`src/rtl/ctrl_pkg.sv`:
```
// ctrl_pkg: opcode, ALU-op and state definitions shared by the multicycle controller.
package ctrl_pkg;
    localparam logic [3:0] OP_ADD   = 4'b0000;
    localparam logic [3:0] OP_SUB   = 4'b0001;
    localparam logic [3:0] OP_LOAD  = 4'b0010;
    localparam logic [3:0] OP_STORE = 4'b0011;
    localparam logic [3:0] OP_JUMP  = 4'b0100;
    localparam logic [3:0] OP_BEQ   = 4'b0101;
    localparam logic [2:0] ALU_ADD  = 3'd0;
    localparam logic [2:0] ALU_SUB  = 3'd1;
    typedef enum logic [2:0] {S_IDLE, S_FETCH, S_DECODE, S_EXEC, S_MEM, S_WB} state_e;
endpackage

```
`src/rtl/ctrl_wait_timer.sv`:
```
// ctrl_wait_timer: counts memory wait cycles and flags expiry one step before saturation.
module ctrl_wait_timer #(
    parameter int W = 4
) (
    input  logic clk,
    input  logic reset,
    input  logic clr,
    input  logic active,
    input  logic mem_ready,
    output logic expired
);
    localparam logic [W-1:0] LIMIT = {W{1'b1}};
    logic [W-1:0] cnt_q, cnt_d;
    logic         stall;
    assign stall   = active && !mem_ready;
    // the cycle whose stall would take the count to LIMIT is the expiring one
    assign expired = stall && cnt_q == LIMIT - W'(1);
    always_comb begin
        cnt_d = clr ? '0 : (stall && cnt_q != LIMIT) ? cnt_q + W'(1) : cnt_q;
    end
    always_ff @(posedge clk) begin
        if (reset) cnt_q <= '0;
        else       cnt_q <= cnt_d;
    end
endmodule

```
`src/rtl/multicycle_ctrl.sv`:
```
// multicycle_ctrl: FETCH/DECODE/EXEC/MEM/WB sequencer with memory timeout and retire counter.
// Defining CTRL_BEQ_EN adds the BEQ instruction (opcode 0101); otherwise it decodes as illegal.
module multicycle_ctrl import ctrl_pkg::*; #(
    parameter int OPCODE_W  = 4,
    parameter int ALUOP_W   = 3,
    parameter int TIMEOUT_W = 4,
    parameter int RETIRE_W  = 16
) (
    input  logic                clk,
    input  logic                reset,
    input  logic                run,
    input  logic [OPCODE_W-1:0] opcode,
    input  logic                mem_ready,
    input  logic                alu_zero,
    output logic                instrFetch,
    output logic                irLoad,
    output logic                pcInc,
    output logic                jump,
    output logic                regWrite,
    output logic                memRead,
    output logic                memWrite,
    output logic [ALUOP_W-1:0]  aluOp,
    output logic                busy,
    output logic                illegal,
    output logic                timeout_err,
    output logic [RETIRE_W-1:0] retired
);
    state_e                state_q, state_d;
    logic [OPCODE_W-1:0]   op_q, op_d;
    logic [RETIRE_W-1:0]   retired_q, retired_d;
    logic                  timeout_q, timeout_d;
    logic                  waiting, wait_clr, expired, retire, done;
    logic                  is_add, is_sub, is_load, is_store, is_jump, is_beq, is_alu, is_mem;

    assign is_add   = op_q == OPCODE_W'(OP_ADD);
    assign is_sub   = op_q == OPCODE_W'(OP_SUB);
    assign is_load  = op_q == OPCODE_W'(OP_LOAD);
    assign is_store = op_q == OPCODE_W'(OP_STORE);
    assign is_jump  = op_q == OPCODE_W'(OP_JUMP);
    assign is_alu   = is_add || is_sub;
    assign is_mem   = is_load || is_store;
`ifdef CTRL_BEQ_EN
    assign is_beq   = op_q == OPCODE_W'(OP_BEQ);
`else
    logic unused_alu_zero;
    assign unused_alu_zero = alu_zero;
    assign is_beq   = 1'b0;
`endif

    // counter restarts whenever FETCH or MEM is freshly entered
    assign waiting  = state_q == S_FETCH || state_q == S_MEM;
    assign wait_clr = (state_d == S_FETCH || state_d == S_MEM) && state_d != state_q;

    ctrl_wait_timer #(.W(TIMEOUT_W)) u_timer (
        .clk       (clk),
        .reset     (reset),
        .clr       (wait_clr),
        .active    (waiting),
        .mem_ready (mem_ready),
        .expired   (expired)
    );

    always_comb begin
        state_d    = state_q;
        op_d       = op_q;
        timeout_d  = timeout_q;
        retire     = 1'b0;
        done       = 1'b0;
        instrFetch = 1'b0;
        irLoad     = 1'b0;
        pcInc      = 1'b0;
        jump       = 1'b0;
        regWrite   = 1'b0;
        memRead    = 1'b0;
        memWrite   = 1'b0;
        illegal    = 1'b0;
        aluOp      = ALUOP_W'(ALU_ADD);
        case (state_q)
            S_IDLE: state_d = (run && !timeout_q) ? S_FETCH : S_IDLE;
            S_FETCH: begin
                instrFetch = 1'b1;
                irLoad     = mem_ready;
                pcInc      = mem_ready;
                state_d    = mem_ready ? S_DECODE : expired ? S_IDLE : S_FETCH;
                timeout_d  = timeout_q || expired;
            end
            S_DECODE: begin
                op_d    = opcode;
                state_d = S_EXEC;
            end
            S_EXEC: begin
                aluOp   = (is_sub || is_beq) ? ALUOP_W'(ALU_SUB) : ALUOP_W'(ALU_ADD);
                jump    = is_jump || (is_beq && alu_zero);
                illegal = !(is_alu || is_mem || is_jump || is_beq);
                retire  = is_jump || is_beq;
                done    = !(is_alu || is_mem);
                state_d = is_alu ? S_WB : S_MEM;
            end
            S_MEM: begin
                memRead   = is_load;
                memWrite  = is_store;
                retire    = mem_ready && is_store;
                done      = mem_ready && is_store;
                state_d   = mem_ready ? S_WB : expired ? S_IDLE : S_MEM;
                timeout_d = timeout_q || expired;
            end
            S_WB: begin
                regWrite = 1'b1;
                retire   = 1'b1;
                done     = 1'b1;
            end
            default: state_d = S_IDLE;
        endcase
        // instruction boundary: run only matters here, never mid-instruction
        if (done) state_d = run ? S_FETCH : S_IDLE;
        retired_d = retired_q + RETIRE_W'(retire);
    end

    always_ff @(posedge clk) begin
        if (reset) begin
            state_q   <= S_IDLE;
            op_q      <= '0;
            retired_q <= '0;
            timeout_q <= 1'b0;
        end else begin
            state_q   <= state_d;
            op_q      <= op_d;
            retired_q <= retired_d;
            timeout_q <= timeout_d;
        end
    end

    assign busy        = state_q != S_IDLE;
    assign timeout_err = timeout_q;
    assign retired     = retired_q;
endmodule

```
`config.mk`:
```
export PLATFORM = sky130hd
export DESIGN_NAME = multicycle_ctrl
export DESIGN_NICKNAME = d
export VERILOG_FILES = /design/src/rtl/ctrl_pkg.sv /design/src/rtl/ctrl_wait_timer.sv /design/src/rtl/multicycle_ctrl.sv
export SDC_FILE = /design/constraint.sdc
export NUM_CORES = 1
export LEC_CHECK = 0
export ABC_AREA = 0
export BUFFER_PORTS_ARGS = -buffer_cell sky130_fd_sc_hd__buf_2
export CAP_MARGIN = 20
export CORE_MARGIN = 2
export CORE_UTILIZATION = 52
export CTS_CLUSTER_SIZE = 10
export DETAILED_ROUTE_END_ITERATION = 16
export PLACE_DENSITY = 0.79
export SLEW_MARGIN = 20
export SYNTH_ARGS = -nofsm -noshare
export SYNTH_HDL_FRONTEND = slang
export SYNTH_SLANG_ARGS = --single-unit
```
`constraint.sdc`:
```
create_clock -name clk -period 3 [get_ports clk]
set_clock_uncertainty 0.1 [all_clocks]
set_input_delay 0.9 -clock clk [delete_from_list [all_inputs] [get_ports clk]]
set_output_delay 0.9 -clock clk [all_outputs]
set_load 0.02 [all_outputs]
```
; Word level (Yosys, flattened, before mapping)
; Index checks and enable logic that the tools add are counted.
[word_totals]
elab_cells = 63
regBits = 28
output_inout_bits = 29
[classes]
mux = 20
eq_ne = 14
addsub = 2
n_reduce_logical = 22
[ops]
columns = cell, count
row1 = $pmux W3 S6, 1
row2 = $add A16 B1 Y16, 1
row3 = $mux W1, 13
row4 = $eq A3 B3 Y1 const B, 3
row5 = $mux W3, 3
row6 = $eq A4 B2 Y1 const B, 2
row7 = $logic_or A1 B1 Y1, 7
row8 = $eq A3 B1 Y1 const B, 2
row9 = $eq A3 B2 Y1 const B, 2
row10 = $logic_and A1 B1 Y1, 6
row11 = $pmux W1 S3, 2
row12 = $add A4 B1 Y4 const B, 1
row13 = $eq A4 B1 Y1 const B, 1
row14 = $eq A4 B3 Y1 const B, 1
row15 = $eq A4 B4 Y1 const B, 1
row16 = $logic_not A1 Y1, 4
row17 = $logic_not A4 Y1, 1
row18 = $ne A4 B4 Y1 const B, 1
row19 = $reduce_or A2 Y1, 2
row20 = $logic_not A3 Y1, 1
row21 = $ne A3 B3 Y1, 1
row22 = $reduce_bool A3 Y1, 1
row23 = $mux W2, 1

; Depth between registers and ports, before layout
[logic_depth]
ltp_word = 12
ltp_mapped = 11
depth_no_buf = 10

; Hierarchy
; From an unflattened synthesis, not the netlist that was laid out.
[unflattened]
cells_unflattened = 179
hier_area_um2 = 1521.5
[modules_own_cells]
columns = mod, area_per_inst_um2, instances, seq_area_each_um2, cells_each
row1 = multicycle_ctrl, 1277.5, 1, 480.5, 152
row2 = ctrl_wait_timer, 244.0, 1, 80.1, 27

; Worst setup path after synthesis
; No wires, ideal clock.
[synth_timing]
path_kind = in2reg
startpoint = input port mem_ready
endpoint = register retired_q[15] (netlist: retired[15])
setup_time_ns = 0.128
slack_ns = 0.359
path_stages = 9
required_time_ns = 2.772
arrival_time_ns = 2.413
path_cell_list = inv_1 -> o31ai_2 -> or2_1 -> ha_1 -> nand3_1 -> nor4_1 -> nand3_1 -> xor2_1 -> nor2_1
[synth_between]
elab_chain_cells = 3
[synth_rtl]
columns = element, line_no
row1 = from (decl), multicycle_ctrl.sv:13  ; input logic mem_ready,
row2 = $logic_and A1 B1 Y1, multicycle_ctrl.sv:102  ; retire = mem_ready && is_store;
row3 = $pmux W1 S3, multicycle_ctrl.sv:78  ; case (state_q)
row4 = $add A16 B1 Y16, multicycle_ctrl.sv:116  ; retired_d = retired_q + RETIRE_W'(retire);
row5 = to (signal assigned), multicycle_ctrl.sv:128  ; retired_q <= retired_d;
row6 = to (decl), multicycle_ctrl.sv:30  ; logic [RETIRE_W-1:0] retired_q, retired_d;
; Every way passes these cells.
; A chain may end at the register's enable or synchronous reset.

; Final worst setup path
[layout_timing]
startpoint = input port mem_ready
endpoint = register retired_q[14] (netlist: retired[14])
; The elaborated chain is that of the path after synthesis.

==> reports/qor.txt <==
EDFF count, synth - 0
Skew-Pair Late Insertion Delay - 320 ps
Area fraction in compound gates after synthesis - 0.0896
Ys async rst share - 0
Simple-Gate Fraction of Synth Area - 0.319
Area growth from synthesis to layout - 16.9%
Vias in the first global route - 1250
Clock Tree Buf Depth - 2
CTS tree - yes
Largest net degree at the start of global routing - 29
Initial Util - 0.547
Final setup margin - 357 ps
Clock Tree Root - clkbuf_4
Initial antenna violation count - 0
Nets - 230
Max VDD drop - 0.000301 V
Via Count - 1387
Yosys reg bits - 28
Max Clock Freq - 0.378 GHz
Synthesized area - 1510 sq um
Cell mode on critical path - ha_1
Worst-path fanout max - 4
CP delay by family, top - simple AND/OR/NAND/NOR gates
Largest family of logic cells by synthesized area - simple AND/OR/NAND/NOR gates
Gpl congestion - 0.887
Routed Antenna Nets - 0
Clock slew at reported path FFs - 150 ps
H-tree depth - 1
Sequential element share of the synthesized area - 0.371
Pwr dens - 415 nW/um^2
Ys flop type - dfxtp_1
Clk sink count - 28
Synth Area in Adders - 0.0332
Slowest cell on the critical path - o31ai_2
Yosys warning count - 0
Floorplan die height - 57.9 microns
Mux share of post-synthesis cell area - 0.0348
Arrival time at the worst endpoint - 2770 ps
Routed WL per cell - 13.4 microns
Reg2Reg Launch Point - state_q[1]$_SDFF_PP0_
Critical path depth - 12
CP required - 3130 ps
Core area - 2760 sq um
DRT Pass-1 Iters - 4
Ratio of final minimum period to clock period - 0.881
Min-delay src - timeout_err$_SDFFE_PP0N_
Layout cell share with drive strength beyond 1 - 0.264
Worst Hold End - timeout_err$_SDFFE_PP0N_
Final instance area - 1760 sq um
Hold WC Path Type - reg2reg
Minimum clock period - 2640 ps
Setup violations, final - 0
Drt via density - 5.62
Total GRT Usage - 0.207
Reg-to-reg setup timing slack - 420 ps
Die footprint - 3350 sq um
Worst slack, placed - 66.8 ps
Post-CTS Hold Buffers - 0
Slew Limit Fails - 0
Drt initial violations - 91
Status - completed
Hold Crit Depth - 2
Worst setup EP type - flip-flop
Diodes inserted - 0
Num CTS Buffers - 3
Final Hold Vio Count - 0
Crit Path Class - in2reg
Pleak - 0.795 nW
Ports - 38
Netlist cell types - 42
# rows - 19
CP cell instances - buf_2, inv_1, o31ai_2, or2_1, ha_1, ha_1, nand3_1, nor3_1, buf_4, nand4_1, xor2_1, nor2_1
Detailed Place HPWL - 2500 microns
Cells after synthesis - 178
Max-cap violations - 0
Avg Cell Area, Syn - 8.48 sq um
First-pass GRT wire length - 5500 microns
Total Wirelength - 3320 microns
Final TNS setup - 0 ps
XOR/XNOR Fraction of Synth Area - 0.0871
Worst R2R End - retired[14]$_SDFF_PP0_
DRC violations left - 0
Die X - 57.9 microns
Worst path max stage delay - 350 ps
Worst Setup Start Kind - input pin
Fillers - 250
IO buf count - 34
Grt ovf - 0
Buf+Inv Stages, Crit Path - 3
Placed cell areas - 1710 sq um
RSZ-0062 raised after global routing - no
FF-to-FF path depth - 12
==> layer usage <==
| layer | vias up | routed length (microns) | share of wire | global-route usage |
|---|---|---|---|---|
| met1 | 640 | 1420 | 0.43 | 0.263 |
| met3 | 8 | 192 | 0.058 | 0.0335 |
| li1 | 690 | - | - | - |
| met5 | - | 0 | 0 | 0 |
| met4 | 0 | 58 | 0.017 | 0.0930 |
| met2 | 49 | 1650 | 0.50 | 0.346 |
==> how the worst max path moves through the flow <==
stage / startpoint / end
after floorplan: mem_ready / retired[15]$_SDFF_PP0_
after global placement: mem_ready / retired[14]$_SDFF_PP0_
after detailed placement: mem_ready / retired[14]$_SDFF_PP0_
after CTS: state_q[2]$_SDFF_PP0_ / memRead
after global routing: mem_ready / retired[14]$_SDFF_PP0_
final: mem_ready / retired[14]$_SDFF_PP0_
==> metrics by stage <==
stage               hold WS, ps  power [mW]  utilization  std cells
global route                449       0.761        0.640        247
finish                      415       0.733        0.640        247
floorplan                   426       0.473            -        179
global placement            369       0.491        0.620        243
detailed placement          387       0.495        0.620        243
CTS                         407       0.736        0.639        247
==> kinds of logic (layout without fill, tap and decap cells) <==
logic type | after synthesis | count (layout)
buffers and inverters | 15 | 52
xor gates and xnor gates | 15 | 15
muxes | 5 | 5
AOI/OAI and AO/OA | 20 | 20
and+or+nand+nor | 90 | 90
adders and majority gates | 4 | 4
other | 1 | 2
DFF | 28 | 28
==> repair_timing <==
| action | in CTS | in global routing |
|---|---|---|
| resized for setup | 0 | 1 |
| setup buffers | 0 | 0 |
| setup endpoints to repair | 0 | 1 |
==> registers in the layout, summed over array words and instances, names as in the netlist <==
signal,flops
op_q,4
state_q,3
timeout_err,1
u_timer.cnt_q,4
retired,16
==> placed cells by master, fill, tap and decap left out, types with 4 or more instances in the layout <==
cell type	count
buf_2	34
nor2_1	31
dfxtp_1	27
nand3_1	9
a21oi_1	8
nand2_1	8
xor2_1	8
buf_4	8
xnor2_1	7
inv_1	6
and3_1	6
or3_1	6
nor4_1	6
nor3_1	4
ha_1	4
==> tightest hold or removal path: stages (launching register included) <==
cell	delay (ps)
dfxtp_1	340
inv_1	80
a21oi_1	60
==> synthesized netlist by cell type, types with 2 or more instances <==
master    count  share of area
and3_1        6          0.025
buf_6         2          0.015
nand3_1       9          0.030
nand4_1       3          0.012
mux2i_1       3          0.020
nor3_1        4          0.013
nand3b_1      2         0.0099
or3_1         6          0.025
buf_4         3          0.015
nor4_1        6          0.025
a21oi_1       8          0.027
nor2_1       31          0.077
ha_1          4          0.033
nand2_1       8          0.020
o31ai_2       2          0.017
inv_1         6          0.015
xnor2_1       7          0.041
nor2b_1       3          0.012
and2_1        2         0.0083
o21ai_0       3         0.0099
mux2_2        2          0.015
clkbuf_1      2         0.0050
o21ai_1       2         0.0066
dfxtp_1      28           0.37
xor2_1        8          0.046
nor3b_2       2          0.017
==> report_power, final <==
group          leakage [nW]  switching [mW]  internal (mW)
Sequential            0.227         0.00757          0.379
Combinational         0.540          0.0608         0.0409
Clock                0.0279           0.110          0.135
Total                 0.795           0.178          0.555
==> area by class of cell <==
| class | instances | area, sq um | area share |
|---|---|---|---|
| tap | 31 | 38.8 | 0.0220 |
| sequential | 28 | 562 | 0.318 |
| inverter | 6 | 22.5 | 0.0128 |
| multi-input combinational | 136 | 858 | 0.487 |
| timing repair buffer | 42 | 230 | 0.130 |
| clock inverter | 1 | 30.0 | 0.0170 |
| clock buffer | 3 | 22.5 | 0.0128 |
Note: power is estimated with default switching activity, not from simulation.
